$ cat src/rtl/alu_pkg.sv
// Shared definitions for the ALU execute unit: ALU control codes, alu_op
// encodings and the execute FSM state type.
package alu_pkg;

  localparam logic [3:0] ALU_AND  = 4'b0000;
  localparam logic [3:0] ALU_OR   = 4'b0001;
  localparam logic [3:0] ALU_ADD  = 4'b0010;
  localparam logic [3:0] ALU_XOR  = 4'b0011;
  localparam logic [3:0] ALU_SLL  = 4'b0100;
  localparam logic [3:0] ALU_SRL  = 4'b0101;
  localparam logic [3:0] ALU_SUB  = 4'b0110;
  localparam logic [3:0] ALU_SRA  = 4'b0111;
  localparam logic [3:0] ALU_SLT  = 4'b1000;
  localparam logic [3:0] ALU_SLTU = 4'b1001;
  localparam logic [3:0] ALU_ERR  = 4'b1111;

  localparam logic [1:0] ALU_OP_MEM    = 2'b00;
  localparam logic [1:0] ALU_OP_BRANCH = 2'b01;
  localparam logic [1:0] ALU_OP_RTYPE  = 2'b10;
  localparam logic [1:0] ALU_OP_ITYPE  = 2'b11;

  typedef enum logic [1:0] {
    ST_IDLE  = 2'b00,
    ST_SHIFT = 2'b01,
    ST_DONE  = 2'b10
  } exec_state_t;

endpackage

$ cat src/rtl/alu_ctrl_decode.sv
// Combinational ALU control decode: {alu_op, funct3, funct7_5} to a 4-bit
// control code plus shift and illegal flags.
module alu_ctrl_decode
  import alu_pkg::*;
(
  input  logic [1:0] alu_op,
  input  logic [2:0] funct3,
  input  logic       funct7_5,
  output logic [3:0] ctrl,
  output logic       is_shift,
  output logic       illegal
);

  logic r_type;
  logic [3:0] raw_ctrl;

  assign r_type = (alu_op == ALU_OP_RTYPE);

  always_comb begin
    raw_ctrl = ALU_ADD;
    illegal  = 1'b0;
    case (alu_op)
      ALU_OP_MEM:    raw_ctrl = ALU_ADD;
      ALU_OP_BRANCH: raw_ctrl = ALU_SUB;
      default: begin
        case (funct3)
          3'b000:  raw_ctrl = (r_type && funct7_5) ? ALU_SUB : ALU_ADD;
          3'b001:  raw_ctrl = ALU_SLL;
          3'b010:  raw_ctrl = ALU_SLT;
          3'b011:  raw_ctrl = ALU_SLTU;
          3'b100:  raw_ctrl = ALU_XOR;
          3'b101:  raw_ctrl = funct7_5 ? ALU_SRA : ALU_SRL;
          3'b110:  raw_ctrl = ALU_OR;
          default: raw_ctrl = ALU_AND;
        endcase
        // I-type only has bit 30 meaning for shifts; elsewhere it is immediate
        if (r_type && funct7_5 && (funct3 != 3'b000) && (funct3 != 3'b101))
          illegal = 1'b1;
        if (!r_type && (funct3 == 3'b001) && funct7_5)
          illegal = 1'b1;
      end
    endcase
  end

  assign ctrl     = illegal ? ALU_ERR : raw_ctrl;
  assign is_shift = !illegal &&
                    ((raw_ctrl == ALU_SLL) || (raw_ctrl == ALU_SRL) || (raw_ctrl == ALU_SRA));

endmodule

$ cat src/rtl/alu_exec_unit.sv
// Multi-cycle integer execute unit: single-cycle ALU ops, iterative shifter
// (SHIFT_STEP bits per cycle), valid/ready on both sides, registered outputs.
module alu_exec_unit
  import alu_pkg::*;
#(
  parameter int XLEN       = 32,
  parameter int SHIFT_STEP = 1
) (
  input  logic            clk,
  input  logic            rst_n,
  input  logic            in_valid,
  output logic            in_ready,
  input  logic [1:0]      alu_op,
  input  logic [2:0]      funct3,
  input  logic            funct7_5,
  input  logic [XLEN-1:0] a,
  input  logic [XLEN-1:0] b,
  output logic            out_valid,
  input  logic            out_ready,
  output logic [XLEN-1:0] result,
  output logic            zero,
  output logic            illegal
);

  localparam int CW = $clog2(XLEN);
  localparam logic [CW-1:0] STEP = CW'(SHIFT_STEP);

  exec_state_t state_reg, state_next;
  logic [XLEN-1:0] acc_reg, acc_next;
  logic [CW-1:0]   cnt_reg, cnt_next;
  logic [3:0]      op_reg, op_next;
  logic [XLEN-1:0] result_reg, result_next;
  logic            zero_reg, zero_next;
  logic            illegal_reg, illegal_next;
  logic            out_valid_reg, out_valid_next;

  logic [3:0]      dec_ctrl;
  logic            dec_is_shift;
  logic            dec_illegal;
  logic [XLEN-1:0] alu_res;
  logic [CW-1:0]   shamt;
  logic [CW-1:0]   first_step, first_cnt, run_step, run_cnt;
  logic [XLEN-1:0] first_acc, run_acc;

  alu_ctrl_decode u_decode (
    .alu_op   (alu_op),
    .funct3   (funct3),
    .funct7_5 (funct7_5),
    .ctrl     (dec_ctrl),
    .is_shift (dec_is_shift),
    .illegal  (dec_illegal)
  );

  function automatic logic [XLEN-1:0] shift_by(input logic [XLEN-1:0] v,
                                               input logic [CW-1:0] amt,
                                               input logic [3:0] op);
    case (op)
      ALU_SLL: return v << amt;
      ALU_SRA: return $unsigned($signed(v) >>> amt);
      default: return v >> amt;
    endcase
  endfunction

  function automatic logic [CW-1:0] step_of(input logic [CW-1:0] remaining);
    return (remaining < STEP) ? remaining : STEP;
  endfunction

  always_comb begin
    alu_res = '0;
    case (dec_ctrl)
      ALU_AND:  alu_res = a & b;
      ALU_OR:   alu_res = a | b;
      ALU_ADD:  alu_res = a + b;
      ALU_XOR:  alu_res = a ^ b;
      ALU_SUB:  alu_res = a - b;
      ALU_SLT:  alu_res = {{(XLEN-1){1'b0}}, ($signed(a) < $signed(b))};
      ALU_SLTU: alu_res = {{(XLEN-1){1'b0}}, (a < b)};
      default:  alu_res = '0;
    endcase
  end

  // The accept edge already performs the first shift step, so a shift costs
  // ceil(shamt/SHIFT_STEP) edges in total (minimum one).
  assign shamt      = b[CW-1:0];
  assign first_step = step_of(shamt);
  assign first_acc  = shift_by(a, first_step, dec_ctrl);
  assign first_cnt  = shamt - first_step;
  assign run_step   = step_of(cnt_reg);
  assign run_acc    = shift_by(acc_reg, run_step, op_reg);
  assign run_cnt    = cnt_reg - run_step;

  always_comb begin
    state_next     = state_reg;
    acc_next       = acc_reg;
    cnt_next       = cnt_reg;
    op_next        = op_reg;
    result_next    = result_reg;
    zero_next      = zero_reg;
    illegal_next   = illegal_reg;
    out_valid_next = out_valid_reg;
    case (state_reg)
      ST_IDLE: begin
        if (in_valid) begin
          if (dec_illegal) begin
            result_next    = '0;
            zero_next      = 1'b1;
            illegal_next   = 1'b1;
            out_valid_next = 1'b1;
            state_next     = ST_DONE;
          end else if (!dec_is_shift) begin
            result_next    = alu_res;
            zero_next      = (alu_res == '0);
            illegal_next   = 1'b0;
            out_valid_next = 1'b1;
            state_next     = ST_DONE;
          end else if (first_cnt == '0) begin
            result_next    = first_acc;
            zero_next      = (first_acc == '0);
            illegal_next   = 1'b0;
            out_valid_next = 1'b1;
            state_next     = ST_DONE;
          end else begin
            acc_next   = first_acc;
            cnt_next   = first_cnt;
            op_next    = dec_ctrl;
            state_next = ST_SHIFT;
          end
        end
      end
      ST_SHIFT: begin
        acc_next = run_acc;
        cnt_next = run_cnt;
        if (run_cnt == '0) begin
          result_next    = run_acc;
          zero_next      = (run_acc == '0);
          illegal_next   = 1'b0;
          out_valid_next = 1'b1;
          state_next     = ST_DONE;
        end
      end
      ST_DONE: begin
        if (out_ready) begin
          out_valid_next = 1'b0;
          state_next     = ST_IDLE;
        end
      end
      default: state_next = ST_IDLE;
    endcase
  end

  always_ff @(posedge clk) begin
    if (!rst_n) begin
      state_reg     <= ST_IDLE;
      acc_reg       <= '0;
      cnt_reg       <= '0;
      op_reg        <= ALU_SLL;
      result_reg    <= '0;
      zero_reg      <= 1'b0;
      illegal_reg   <= 1'b0;
      out_valid_reg <= 1'b0;
    end else begin
      state_reg     <= state_next;
      acc_reg       <= acc_next;
      cnt_reg       <= cnt_next;
      op_reg        <= op_next;
      result_reg    <= result_next;
      zero_reg      <= zero_next;
      illegal_reg   <= illegal_next;
      out_valid_reg <= out_valid_next;
    end
  end

  assign in_ready  = (state_reg == ST_IDLE);
  assign out_valid = out_valid_reg;
  assign result    = result_reg;
  assign zero      = zero_reg;
  assign illegal   = illegal_reg;

endmodule

$ cat config.mk
export PLATFORM = sky130hd
export DESIGN_NAME = alu_exec_unit
export DESIGN_NICKNAME = d
export VERILOG_FILES = /design/src/rtl/alu_pkg.sv /design/src/rtl/alu_ctrl_decode.sv /design/src/rtl/alu_exec_unit.sv
export SDC_FILE = /design/constraint.sdc
export NUM_CORES = 1
export LEC_CHECK = 0
export CAP_MARGIN = 10
export CORE_MARGIN = 1.5
export CORE_UTILIZATION = 50
export DETAILED_ROUTE_END_ITERATION = 8
export HOLD_SLACK_MARGIN = 0.1
export PLACE_DENSITY = 0.71
export SYNTH_ARGS = -nofsm -noshare
export SYNTH_HDL_FRONTEND = slang
export SYNTH_SLANG_ARGS = --single-unit
$ cat constraint.sdc
create_clock -name clk -period 10.25 [get_ports clk]
set_clock_uncertainty 0.15 [all_clocks]
set_input_delay 3.075 -clock clk [delete_from_list [all_inputs] [get_ports clk]]
set_output_delay 3.075 -clock clk [all_outputs]
set_load 0.02 [all_outputs]
==> results.ini <==
[floorplan]
start_util_pct=50.9
num_rows=54
io_pins=110
die_x_um=152
coreArea_mm2=0.0218
die_area_mm2=0.0231
die_y_um=152

[clocking]
clockBufferDepth=2
root_buffer=clkbuf_16
cts_hold_buffers=0
cts.sinks=78
htree_levels=3
path_clk_slew_ns=0.07
cts_tree=built
numCtsBuffers=9
clock_latency_ns=0.34
postCtsSetupRepairBufs=0
cts-resized-gates=0

[place]
io_buffers=109
dp_hpwl_mm=33.8
dp.cells=1998
place_area_mm2=0.0123
place.gp.congestion=1.01

[synthesis]
syn_nets=1888
yosysSeqAreaShare_pct=14.1
synth-edff-count=0
synth-main-ff-cell=dfxtp_1
netlist_instances=1705
ys_warn_count=0
ys_types=88
yosysTopAreaCellShare_pct=14.1
synth-seq-cells=78
async_flop_share_pct=0
ys_top_cells_by_area=dfxtp_1 (14%), ha_1 (12%), nand2_1 (9.4%)
avgSynthCellArea_um2=6.52
synthesis.area_mm2=0.0111
yosysTopAreaCell=dfxtp_1

[flow_run]
cap_violations=0

[outcome]
failed_checks=DRC
status=finished, violations left

[worst_hold_path]
hp-start=result[10]
hp-class=flop to flop

[critical_path]
crit_start=alu_op[0]
cp.arrival_ns=7.78
startpoint_type=input pin
timing.rr.start=cnt_reg[4]
path_max_fanout=21
cp_data_required_time_ns=10.36
endpoint_kind=flop
criticalPathCategory=input pin to flop

[timing]
fmax_mhz=130
hold_violations=0
rsz0062_at_grt=no
tns_ns=0
worst_pin_slew_ns=0.985
slew_viol_final=0
setup_viol=0
fin_crit_ns=7.67
max-slew-margin-rel_pct=34.3
post-route-period-util_pct=74.9

[cells_and_area]
diodes=0
final_common_cell=nand2_1
fill_cells=2192
regArea_mm2=0.00156
multi_input_area_mm2=0.00869
nets=1912
syn2layout_area_growth_pct=12.6
fin_area_mm2=0.0125
drive_gt1_share_pct=4.97
final_cell_mix=nand2_1 (278), nor2_1 (196), a21oi_1 (161)
fin_cells=2012

[routing]
vias=13400
drc=1
wl_per_cell_um=22.2
drtIter0Drc=1425
dr.pass1.iters=9
routed_wl_mm=44.7
ant_nets=0
viasPerCell=6.65

[power_and_ir_drop]
power_mw=1.25
irDropWorstVdd_mv=0.0746
powerDensity_mw_per_mm2=99.7
p_leak_nw=4.99

[global_route]
grt_usage_pct=37.7
grt_max_degree=69
antenna_found_initial=0
grt-ovfl-total=0
grt_pass1_vias=12400
grt_pass1_wl_mm=70.5

-- synth_stat cells, types with 8 or more instances --
master	n
nand2_1	279
nor2_1	198
a21oi_1	162
inv_1	108
ha_1	107
o21ai_0	80
dfxtp_1	78
clkbuf_1	76
a31oi_1	66
nor3_1	46
nand3_1	32
nor4_1	31
buf_2	29
a211oi_1	27
a311oi_1	27
o211ai_1	22
a21o_1	15
o31ai_1	15
or3_1	14
a211o_1	13
and3_1	13
and2_1	12
mux2i_1	12
nand4_1	12
o221ai_1	11
nor2b_1	10
o21bai_1	10
xnor2_1	10
a2111oi_0	8
nand2b_1	8
-- layer usage --
metal	GRT usage, %	up-vias	part of all wire [%]
li1	-	6226	-
met1	51.8	6236	42
met2	59.2	791	44
met3	5.68	118	9.3
met4	14.5	0	4.1
met5	0	-	0
-- worst max-delay path, stage by stage --
cell,delay (ns)
clkdlybuf4s50_1,0.67
nor2b_2,0.68
or3_1,0.60
buf_4,0.39
o21ai_0,0.22
a2111oi_0,0.84
o2111ai_1,0.34
nor4_1,0.42
and4_1,0.27
nand2_1,0.07
o31ai_2,0.18
-- final cells by class --
cell class / count / area share, %
clock buffers: 9 / 1.80
clock inverters: 5 / 0.230
inverters: 110 / 3.30
multi-input cells: 1401 / 69.5
flip-flops and latches: 78 / 12.5
well taps: 280 / 2.80
repair buffers: 129 / 9.92
-- worst paths after layout --
check / slack (ns) / to / cells after the start
setup / recovery: 2.58 / zero / 11
hold / removal: 0.31 / result[10] / 2
setup reg to reg: 6.40 / zero / 13
hold reg to reg: 0.31 / result[10] / 2
-- power breakdown --
group	internal, mW	total, mW	switching, mW
Sequential	0.323	0.342	0.0187
Combinational	0.224	0.614	0.390
Clock	0.160	0.292	0.132
-- per-stage QoR --
stage	util [%]	hold slack, ns	setup slack, ns
floorplan	-	0.295	4.14
global placement	56.2	0.298	2.44
detailed placement	56.2	0.298	2.49
CTS	57.3	0.306	2.82
global route	57.3	0.333	2.58
finish	57.3	0.308	2.58
-- kinds of logic (layout without fill, tap and decap cells) --
logic type / count (synthesis) / after routing / share of synthesized area, %
DFF: 78 / 78 / 14.1
and+or+nand+nor: 696 / 696 / 28.3
adders and majority gates: 109 / 109 / 12.4
xor gates and xnor gates: 13 / 13 / 1.02
AOI/OAI and AO/OA: 562 / 562 / 33.8
buffers and inverters: 226 / 253 / 8.30
muxes: 21 / 21 / 2.03
Power figures use the tool's default switching activity.
